### config.mk
export PLATFORM = sky130hd
export DESIGN_NAME = axis_rr_arbiter
export DESIGN_NICKNAME = d
export VERILOG_FILES = /design/src/rtl/axis_rr_arbiter.sv
export SDC_FILE = /design/constraint.sdc
export NUM_CORES = 1
export LEC_CHECK = 0
export ABC_CLOCK_PERIOD_IN_PS = 3750
export BUFFER_PORTS_ARGS = -buffer_cell sky130_fd_sc_hd__buf_2
export CORE_MARGIN = 1.5
export CORE_UTILIZATION = 51
export DETAILED_ROUTE_END_ITERATION = 12
export PLACE_DENSITY = 0.84
export SLEW_MARGIN = 20
export SYNTH_ARGS = -nofsm -noshare
export SYNTH_HDL_FRONTEND = slang
export SYNTH_SLANG_ARGS = --single-unit
### constraint.sdc
create_clock -name clk -period 3.75 [get_ports clk]
set_input_delay 0.5625 -clock clk [delete_from_list [all_inputs] [get_ports clk]]
set_output_delay 0.5625 -clock clk [all_outputs]
set_load 0.03 [all_outputs]
### src/rtl/axis_rr_arbiter.sv
// axis_rr_arbiter: packet-locked round-robin arbiter, two AXI-stream
// sources onto one registered AXI-stream master, with packet counters.
module axis_rr_arbiter #(
  parameter int DATA_W = 8,
  parameter int CNT_W  = 8
) (
  input  logic              clk,
  input  logic              reset,
  input  logic [DATA_W-1:0] s_data_1,
  input  logic              s_valid_1,
  output logic              s_ready_1,
  input  logic              s_last_1,
  input  logic [DATA_W-1:0] s_data_2,
  input  logic              s_valid_2,
  output logic              s_ready_2,
  input  logic              s_last_2,
  output logic [DATA_W-1:0] m_data,
  output logic              m_valid,
  input  logic              m_ready,
  output logic              m_last,
  output logic [1:0]        grant,
  output logic [CNT_W-1:0]  pkt_cnt_1,
  output logic [CNT_W-1:0]  pkt_cnt_2
);

  typedef enum logic [1:0] {
    IDLE = 2'd0,
    G1   = 2'd1,
    G2   = 2'd2
  } state_t;

  state_t state_q, state_d;

  // high when src2 owned the last finished packet
  logic last2_q, last2_d;

  logic [DATA_W-1:0] m_data_q, m_data_d;
  logic m_valid_q, m_valid_d;
  logic m_last_q, m_last_d;
  logic [CNT_W-1:0] cnt1_q, cnt1_d;
  logic [CNT_W-1:0] cnt2_q, cnt2_d;

  logic acc;
  logic hs1;
  logic hs2;

  // handshake terms: output slot free or draining this cycle
  always_comb begin
    acc       = !m_valid_q || m_ready;
    s_ready_1 = (state_q == G1) && acc;
    s_ready_2 = (state_q == G2) && acc;
    hs1       = s_valid_1 && s_ready_1;
    hs2       = s_valid_2 && s_ready_2;
    grant     = {state_q == G2, state_q == G1};
    m_data    = m_data_q;
    m_valid   = m_valid_q;
    m_last    = m_last_q;
    pkt_cnt_1 = cnt1_q;
    pkt_cnt_2 = cnt2_q;
  end

  // arbitration, packet lock and completed-packet counting
  always_comb begin
    state_d = state_q;
    last2_d = last2_q;
    cnt1_d  = cnt1_q;
    cnt2_d  = cnt2_q;
    unique case (state_q)
      IDLE: begin
        if (s_valid_1 && (!s_valid_2 || last2_q)) begin
          state_d = G1;
        end else if (s_valid_2) begin
          state_d = G2;
        end
      end
      G1: begin
        if (hs1 && s_last_1) begin
          state_d = IDLE;
          last2_d = 1'b0;
          cnt1_d  = cnt1_q + CNT_W'(1);
        end
      end
      G2: begin
        if (hs2 && s_last_2) begin
          state_d = IDLE;
          last2_d = 1'b1;
          cnt2_d  = cnt2_q + CNT_W'(1);
        end
      end
      default: state_d = IDLE;
    endcase
  end

  // output register: load on handshake, drain on m_ready, else hold
  always_comb begin
    m_data_d  = m_data_q;
    m_valid_d = m_valid_q;
    m_last_d  = m_last_q;
    if (hs1) begin
      m_data_d  = s_data_1;
      m_last_d  = s_last_1;
      m_valid_d = 1'b1;
    end else if (hs2) begin
      m_data_d  = s_data_2;
      m_last_d  = s_last_2;
      m_valid_d = 1'b1;
    end else if (m_ready) begin
      m_valid_d = 1'b0;
    end
  end

  // state registers with synchronous active-low reset
  always_ff @(posedge clk) begin
    if (!reset) begin
      state_q   <= IDLE;
      last2_q   <= 1'b1;
      m_data_q  <= '0;
      m_valid_q <= 1'b0;
      m_last_q  <= 1'b0;
      cnt1_q    <= '0;
      cnt2_q    <= '0;
    end else begin
      state_q   <= state_d;
      last2_q   <= last2_d;
      m_data_q  <= m_data_d;
      m_valid_q <= m_valid_d;
      m_last_q  <= m_last_d;
      cnt1_q    <= cnt1_d;
      cnt2_q    <= cnt2_d;
    end
  end

endmodule

### Word-level counts from Yosys, hierarchy flattened

Index checks and enable logic that the tools add are counted.

* logic and storage cells: 48
* flip-flop bits (word level): 29
* input port bits: 23

* reductions and logical operators: 19
* multiplexer cells: 15
* equal/unequal tests: 5
* $add $sub $neg: 2

Operators with widths (count)
* 8-bit by 1-bit adder with 8-bit output, second input constant: 2
* 8-bit 2-to-1 mux: 2
* 2-bit 2-to-1 mux: 4
* 1-bit logical AND: 7
* 1-bit 2-to-1 mux: 7
* 2-bit case mux with 3 select lines: 1
* 3-bit AND reduction: 2
* 2-bit by 1-bit != test with 1-bit output, second input constant: 2
* 2-bit AND reduction: 2
* 2-bit nonzero test: 2
* 3-bit != test, second input constant: 1
* 3-bit nonzero test: 1
* 2-bit by 1-bit equality test with 1-bit output, second input constant: 1
* 2-bit equality test, second input constant: 1
* 1-bit zero test: 2
* 2-bit zero test: 1
* 1-bit logical OR: 2
* 1-bit case mux with 2 select lines: 1

### Logic depth before layout (Yosys ltp)

Gate-level depths: netlist of run 1.

* depth after elaboration: 7
* gate-level depth with buffers: 7
* depth with buffers taken out: 6

### Least setup slack after synthesis of run 1

Ideal clock, no wire load.

* kind: flip-flop to output port
* start point: register m_valid_q, in the netlist m_valid
* end point: output port s_ready_1
* arrival: 1.256 ns
* path slack: 1.931 ns
* stages on the path, launching flop included: 4
* cell sequence: dfxtp_1 nor2b_1 clkbuf_1 nor2_1

* cells in the longest elaborated chain, start to end: 3

Ends and longest elaborated chain
* start, declared: RTL line 38 `logic m_valid_q, m_valid_d;`
* start signal, assigned: RTL line 126 `m_valid_q <= m_valid_d;`
* 1-bit zero test: RTL line 49 `acc = !m_valid_q || m_ready;`
* 1-bit logical OR: RTL line 49
* 1-bit logical AND: RTL line 50 `s_ready_1 = (state_q == G1) && acc;`
* end, declared: RTL line 11 `output logic s_ready_1,`

No other way between the ends.

### Final worst setup path of run 1

Same ends and word-level chain as after synthesis.

==> summary.txt, run 1 <==
Clock tree
  – Htree depth: 2
  – CTS root buffer: clkbuf_4
  – Insertion delay to the later sink of the worst-skew pair: 0.33 ns
  – Post-CTS Setup Bufs: 0
  – Hold_buf cts: 0
  – Num CTS Buffers: 5
  – Post-CTS sizing: 0
  – Clock transition at path regs: approximately 0.090 ns
  – Clk sinks: 29
  – CTS tree: yes
  – CTS max path bufs: 2

Critical path
  – R2R depth: 4
  – Flop2flop setup slack: 1.96 ns
  – Crit path max-delay cell type: nor2b_1
  – Critical Path Max Stage Delay: 0.66 ns
  – Critical-path cell list: nor2b_1 > nor2_1 > buf_2
  – Setup crit end: s_ready_1
  – Crit start category: register
  – Worst Setup SP: m_valid
  – WP data arrival: about 1.6 ns
  – Worst setup EP type: output port
  – Crit path required time: 3.19 ns
  – Reg2reg start: state_q[1]
  – Setup CP Type: reg2out
  – Worst r2r dst: pkt_cnt_1[7]
  – Crit-path max FO: 13

Power and ir drop
  – Combinational share of power: around 16%
  – Sw frac: 28.75%
  – Max rail drop VDD: 0.0003284 V
  – Clk pwr share: 31.3%
  – Internal power: 0.0004400 W
  – Share of power burned in registers: roughly 53%
  – Sw Pwr: 0.0001776 W
  – PwrDens: 376.8 nW/um^2
  – Pleak: 0.7579 nW

GRT
  – Initial antenna violation count: 0
  – Largest net degree at the start of global routing: 20
  – GRT Residual Overflow: 0
  – GRT Util Overall: 22.51%
  – Global-route wire length before repair: 4.588 mm
  – Vias in the first global route: between 1,000 and 1,500

Hold path
  – Worst Hold Class: reg2reg
  – Hold_sp: state_q[0]

Synth
  – Top cell type's share of synthesized area: 43.94%
  – Syn Area/Cell: about 8.7 um^2
  – Cell taking the most area after synthesis: dfxtp_1
  – Top FF cell, synth: dfxtp_1
  – Synth cell types: 29
  – Fraction of registers with async set/reset: 0%
  – Commonest cells in the netlist: 29 x dfxtp_1, 15 x nor2_1, 12 x a21oi_1, 12 x nand2_1, 11 x xnor2_1
  – EDFF count, synth: 0
  – Cell Area, Synth: 1321 um^2
  – Cell with the most instances after synthesis: dfxtp_1
  – Syn Inst Count: 152
  – Sequential area share after synthesis: 43.94%
  – Flops & latches, synth: 29
  – Syn Nets: between 150 and 200
  – Synth area leaders: dfxtp_1 44%, mux2i_1 7.6%, xnor2_1 7.3%, a21oi_1 4.5%, nor2_1 4.3%
  – YS warnings: 0

Routing
  – Final wirelength: 2.940 mm
  – Initial DRT Pass Iterations: 4
  – Routed length per instance: 12.56 um
  – DR DRC count: 0
  – Vias: 1,285
  – Antenna viol nets, final: 0
  – Vias/cell: 5.491
  – DRT iter0 DRCs: 26

STA
  – Worst-Margin Slew: between 0.8 and 0.9 ns
  – Slew Limit Headroom: 46.09%
  – Max-slew violations: 0
  – Final-report hold violation count: 0
  – Fin crit period: 2.173 ns
  – Worst Skew: 0.006479 ns
  – Final Setup Violations: 0
  – Highest clock rate: 0.4602 GHz
  – Setup TNS: 0 ns
  – Fin crit share: a little under 60%
  – RSZ-0062 raised after global routing: false
  – Final worst slack: 1.577 ns

Placement
  – Final GP Congestion: 0.8052
  – Dpl hpwl: around 2.3 mm
  – Dpl ws: 1.619 ns
  – I/O Buffers: 52

Final layout
  – Synth-to-Final Area Change: 24.05%
  – Storage cell area: 580.6 um^2
  – Footprint of the multi-input gates: 679.4 um^2
  – Share of cells above drive strength 1: 29.41%
  – Fillers: 223
  – # nets final: approximately 230
  – # diodes: 0

Floorplan
  – Ports: 53
  – Core Region: 2455 um^2
  – Die Width: 53.90 um
  – Starting Density: 53.82%
  – Rows: 18
  – Die Y: 53.90 um
  – Die ar.: 2905 um^2

Status
  – Status: completed

Job
  – Max-cap violations: 0
power by group through the flow:
stage	Clock, W	Combinational [W]	Sequential (W)
2_1_floorplan	0	0.0000486	0.000353
3_3_place_gp	0	0.0000945	0.000334
3_5_place_dp	0	0.0000974	0.000334
4_1_cts	0.000197	0.0000974	0.000328
5_1_grt	0.000213	0.000106	0.000330
6_report	0.000193	0.0000968	0.000328
final cells by class:
class / instances / share of cell area [%]
sequential: 29 / 35.42
inverter: 6 / 1.374
multi-input combinational: 110 / 41.45
clock buffer: 6 / 3.130
clock inverter: 1 / 0.4580
timing repair buffer: 52 / 15.88
tap: 30 / 2.290
logic make-up (layout without fill, tap and decap cells):
group           Yosys count  in the layout  share of synthesized area (%)
compound gates           26             26                          11.08
xor+xnor                 11             11                          7.291
fa+ha+maj                 2              2                          1.894
buf+inv                  13             65                          4.639
flops                    29             29                          43.94
mux                      10             10                          7.576
simple gates             61             61                          23.58
registers in the layout (all words and copies together), names as in the netlist:
name and cells:
pkt_cnt_1 8, m_valid 1, m_data 8, pkt_cnt_2 8, last2_q 1, state_q 2
m_last 1
how the worst min path moves through the flow:
| stage | to | depth (start not counted) |
|---|---|---|
| after floorplan | state_q[0] | 1 |
| after global placement | last2_q | 1 |
| after detailed placement | state_q[1] | 1 |
| after CTS | state_q[0] | 1 |
| after global routing | state_q[0] | 1 |
| final | state_q[1] | 1 |
metal layers:
| metal | global-route usage [%] | up-vias | routed length [um] |
|---|---|---|---|
| li1 | - | 638 | - |
| met1 | 24.48 | 592 | 1239 |
| met2 | 39.02 | 49 | 1476 |
| met3 | 8.056 | 6 | 184 |
| met4 | 9.829 | 0 | 39 |
| met5 | 0 | - | 0 |
layout by cell type (no fill, tap or decap), types with 2 or more instances in the layout:
| master | Yosys | final |
|---|---|---|
| inv_1 | 5 | 5 |
| nand2_1 | 12 | 12 |
| nand2b_1 | 5 | 5 |
| ha_1 | 2 | 2 |
| o21ai_0 | 8 | 8 |
| nor3_1 | 4 | 4 |
| nor4_1 | 9 | 9 |
| xnor2_1 | 11 | 11 |
| buf_2 | 1 | 52 |
| nand4_1 | 4 | 4 |
| clkbuf_4 | 0 | 5 |
| o31ai_1 | 2 | 2 |
| or4_1 | 2 | 2 |
| dfxtp_1 | 29 | 29 |
| mux2i_1 | 10 | 10 |
| a21oi_1 | 12 | 12 |
| nand3_1 | 6 | 6 |
| nor2_1 | 15 | 15 |
per-stage QoR:
| step | instance area, um^2 | util [%] | instances | power [W] | hold WS (ns) |
|---|---|---|---|---|---|
| CTS | 1639 | 66.77 | 234 | 0.0006219 | 0.4803 |
| detailed placement | 1580 | 64.37 | 227 | 0.0004318 | 0.4639 |
| global route | 1639 | 66.77 | 234 | 0.0006482 | 0.5024 |
| global placement | 1580 | 64.37 | 227 | 0.0004282 | 0.4493 |
| floorplan | 1321 | - | 152 | 0.0004013 | 0.4377 |
| finish | 1639 | 66.77 | 234 | 0.0006175 | 0.4784 |
critical path: cells and delay by family, from the launching register on:
family / cells / cell delay, ns
AND/OR/NAND/NOR: 2 / 0.73
flip-flops: 1 / 0.35
buffers and inverters: 1 / 0.20
Power figures use the tool's default switching activity.
==> inputs of run 2 (changes only) <==
- ABC_CLOCK_PERIOD_IN_PS: 3750 -> 2000
- CORE_UTILIZATION: 51 -> 47
- PLACE_DENSITY: 0.84 -> 0.78
- clock period: 3.75 -> 2 ns (I/O delays scaled with it)
==> run 2 against run 1 <==
Effect of this change:
- wire length up 3.0%
- hold slack worse by 0.23 ns
- clock skew shrank 0.0051 ns
- via count unchanged
- critical path depth unchanged
- sequential share of layout area down 0.48 points
- die area grew 8.0%
- final area rose by 1.4%
- global-route usage is 1.0 points lower
- largest cell class unchanged
==> summary.txt, run 2 (synthesized netlist as in run 1, its figures left out) <==
Status
  – Status: completed

Placement
  – Dpl ws: 0.2055 ns (-1.413 ns)
  – I/O Buffers: 52 (unchanged)
  – Dpl hpwl: 2.376 mm (+5.5%)
  – Dpl cell area: 1604 um^2 (+1.5%)
  – Final GP Congestion: 0.8417 (+4.5%)

Floorplan
  – Die Width: 56.02 um (+3.9%)
  – Starting Density: 48.75% (-5.1 points)
  – Die Y: 56.02 um (+3.9%)
  – Rows: 19 (+1)
  – Core Region: 2710 um^2 (+10%)
  – Ports: 53 (unchanged)
  – Die ar.: 3138 um^2 (+8.0%)

STA
  – Final-report hold violation count: 0 (unchanged)
  – Setup TNS: 0 ns (unchanged)
  – Final hold slack: 0.2460 ns (-0.2323 ns)
  – Highest clock rate: 0.5816 GHz
  – Max-slew violations: 0 (unchanged)
  – RSZ-0062 raised after global routing: false
  – Worst-Margin Slew: 0.5867 ns (-0.2204 ns)
  – Slew Limit Headroom: 60.59% (+15 points)
  – Fin crit period: 1.719 ns
  – Worst Skew: 0.001411 ns (-0.005068 ns)
  – Final Setup Violations: 0 (unchanged)
  – Final worst slack: 0.2806 ns (-1.296 ns)
  – Fin crit share: 85.97%

GRT
  – GRT Residual Overflow: 0 (unchanged)
  – Largest net degree at the start of global routing: 18 (-10%)
  – GRT Util Overall: 21.52% (-1.0 points)
  – Initial antenna violation count: 0 (unchanged)
  – Vias in the first global route: 1,257 (+9.6%)
  – Global-route wire length before repair: 5.285 mm (+15%)

Routing
  – DRT iter0 DRCs: 33 (+27%)
  – Final wirelength: 3.028 mm (+3.0%)
  – DR DRC count: 0 (unchanged)
  – Initial DRT Pass Iterations: 3 (-1)
  – Antenna viol nets, final: 0 (unchanged)
  – Routed length per instance: 12.72 um (+1.3%)
  – Vias: 1,285 (unchanged)
  – Vias/cell: 5.399 (-1.7%)

Final layout
  – Storage cell area: 580.6 um^2 (unchanged)
  – Commonest non-fill, non-tap cells in the layout: 52 x buf_2, 29 x dfxtp_1, 15 x nor2_1, 12 x nand2_1, 12 x a21oi_1
  – # nets final: 232 (+1.3%)
  – Fillers: 262 (+17%)
  – Commonest non-fill, non-tap cell in the layout: buf_2
  – # diodes: 0 (unchanged)
  – Share of cells above drive strength 1: 30.43% (+1.0 points)
  – Fin area: 1662 um^2 (+1.4%)
  – Synth-to-Final Area Change: 25.76%
  – Footprint of the multi-input gates: 681.9 um^2 (+0.37%)

Hold path
  – Worst Hold Class: in2reg

Power and ir drop
  – Max rail drop VDD: 0.0006190 V (+88%)
  – Share of power burned in registers: 53.2% (about the same)
  – Sw Pwr: 0.0003220 W (+81%)
  – Pleak: 0.7726 nW (+1.9%)
  – Combinational share of power: 16.4% (+0.7 points)
  – PwrDens: 694.6 nW/um^2 (+84%)
  – Sw frac: 27.90% (-0.85 points)
  – Clk pwr share: 30.3% (-1.0 points)
  – Internal power: 0.0008321 W (+89%)

Critical path
  – Worst setup EP type: output port
  – Crit-path max FO: 13 (unchanged)
  – Setup CP Type: reg2out
  – Crit path required time: 1.70 ns (-1.49 ns)
  – WP data arrival: 1.42 ns (-0.19 ns)
  – Crit start category: register

Clock tree
  – CTS max path bufs: 2 (unchanged)
  – Num CTS Buffers: 5 (unchanged)
  – Htree depth: 2 (unchanged)
  – CTS root buffer: clkbuf_4
  – Clock transition at path regs: 0.08 ns (about the same)
  – Hold_buf cts: 0 (unchanged)
  – Insertion delay to the later sink of the worst-skew pair: 0.32 ns (about the same)
  – Clk sinks: 29 (unchanged)
  – CTS tree: yes

Job
  – Max-cap violations: 0 (unchanged)
[run 2: path summary, 6_finish.rpt]
| kind | from | to | slack (ns) | cells past startpoint |
|---|---|---|---|---|
| max | m_valid | s_ready_1 | 0.28 | 3 |
| min | s_data_1[5] | m_data[5] | 0.25 | 3 |
| max reg2reg | m_valid | pkt_cnt_1[7] | 0.33 | 4 |
| min reg2reg | state_q[0] | state_q[1] | 0.47 | 1 |
[run 2: worst max-delay path: stages (launching register included)]
cell and delay (ns):
dfxtp_1 0.36, nor2b_2 0.47, nor2_1 0.08, buf_2 0.19
[run 2: final cells by class]
| class | count | share of cell area [%] |
|---|---|---|
| Sequential cell | 29 | 34.94 |
| Tap cell | 31 | 2.334 |
| Multi-Input combinational cell | 110 | 41.04 |
| Clock buffer | 7 | 3.313 |
| Inverter | 6 | 1.355 |
| Timing Repair Buffer | 55 | 17.02 |
[run 2: routing by layer]
layer	wire, um	part of all wire (%)	vias up	GRT usage (%)
met5	0	0	-	0
met4	73	2.4	0	12.59
met3	159	5.3	9	5.814
met2	1507	50	41	37.98
met1	1287	43	587	22.66
li1	-	-	648	-
[run 2: power by group through the flow]
stage | clock [W] | sequential, W | combinational, W
5_1_grt | 0.000387 | 0.000618 | 0.000208
3_3_place_gp | 0 | 0.000626 | 0.000185
4_1_cts | 0.000361 | 0.000614 | 0.000190
3_5_place_dp | 0 | 0.000627 | 0.000190
6_report | 0.000350 | 0.000614 | 0.000190
2_1_floorplan | 0 | 0.000661 | 0.0000911
[run 2: metrics by stage]
stage	instances	utilization (%)	total power [W]
floorplan	152	-	0.0007524
global placement	231	59.19	0.0008109
detailed placement	231	59.19	0.0008166
CTS	238	61.22	0.001165
global route	238	61.31	0.001214
finish	238	61.31	0.001154
[run 2: repair_timing]
action	CTS	global route
endpoints found under the hold margin	0	0
endpoints found under the setup margin	0	2
setup buffers	0	0
gates resized for setup	0	1
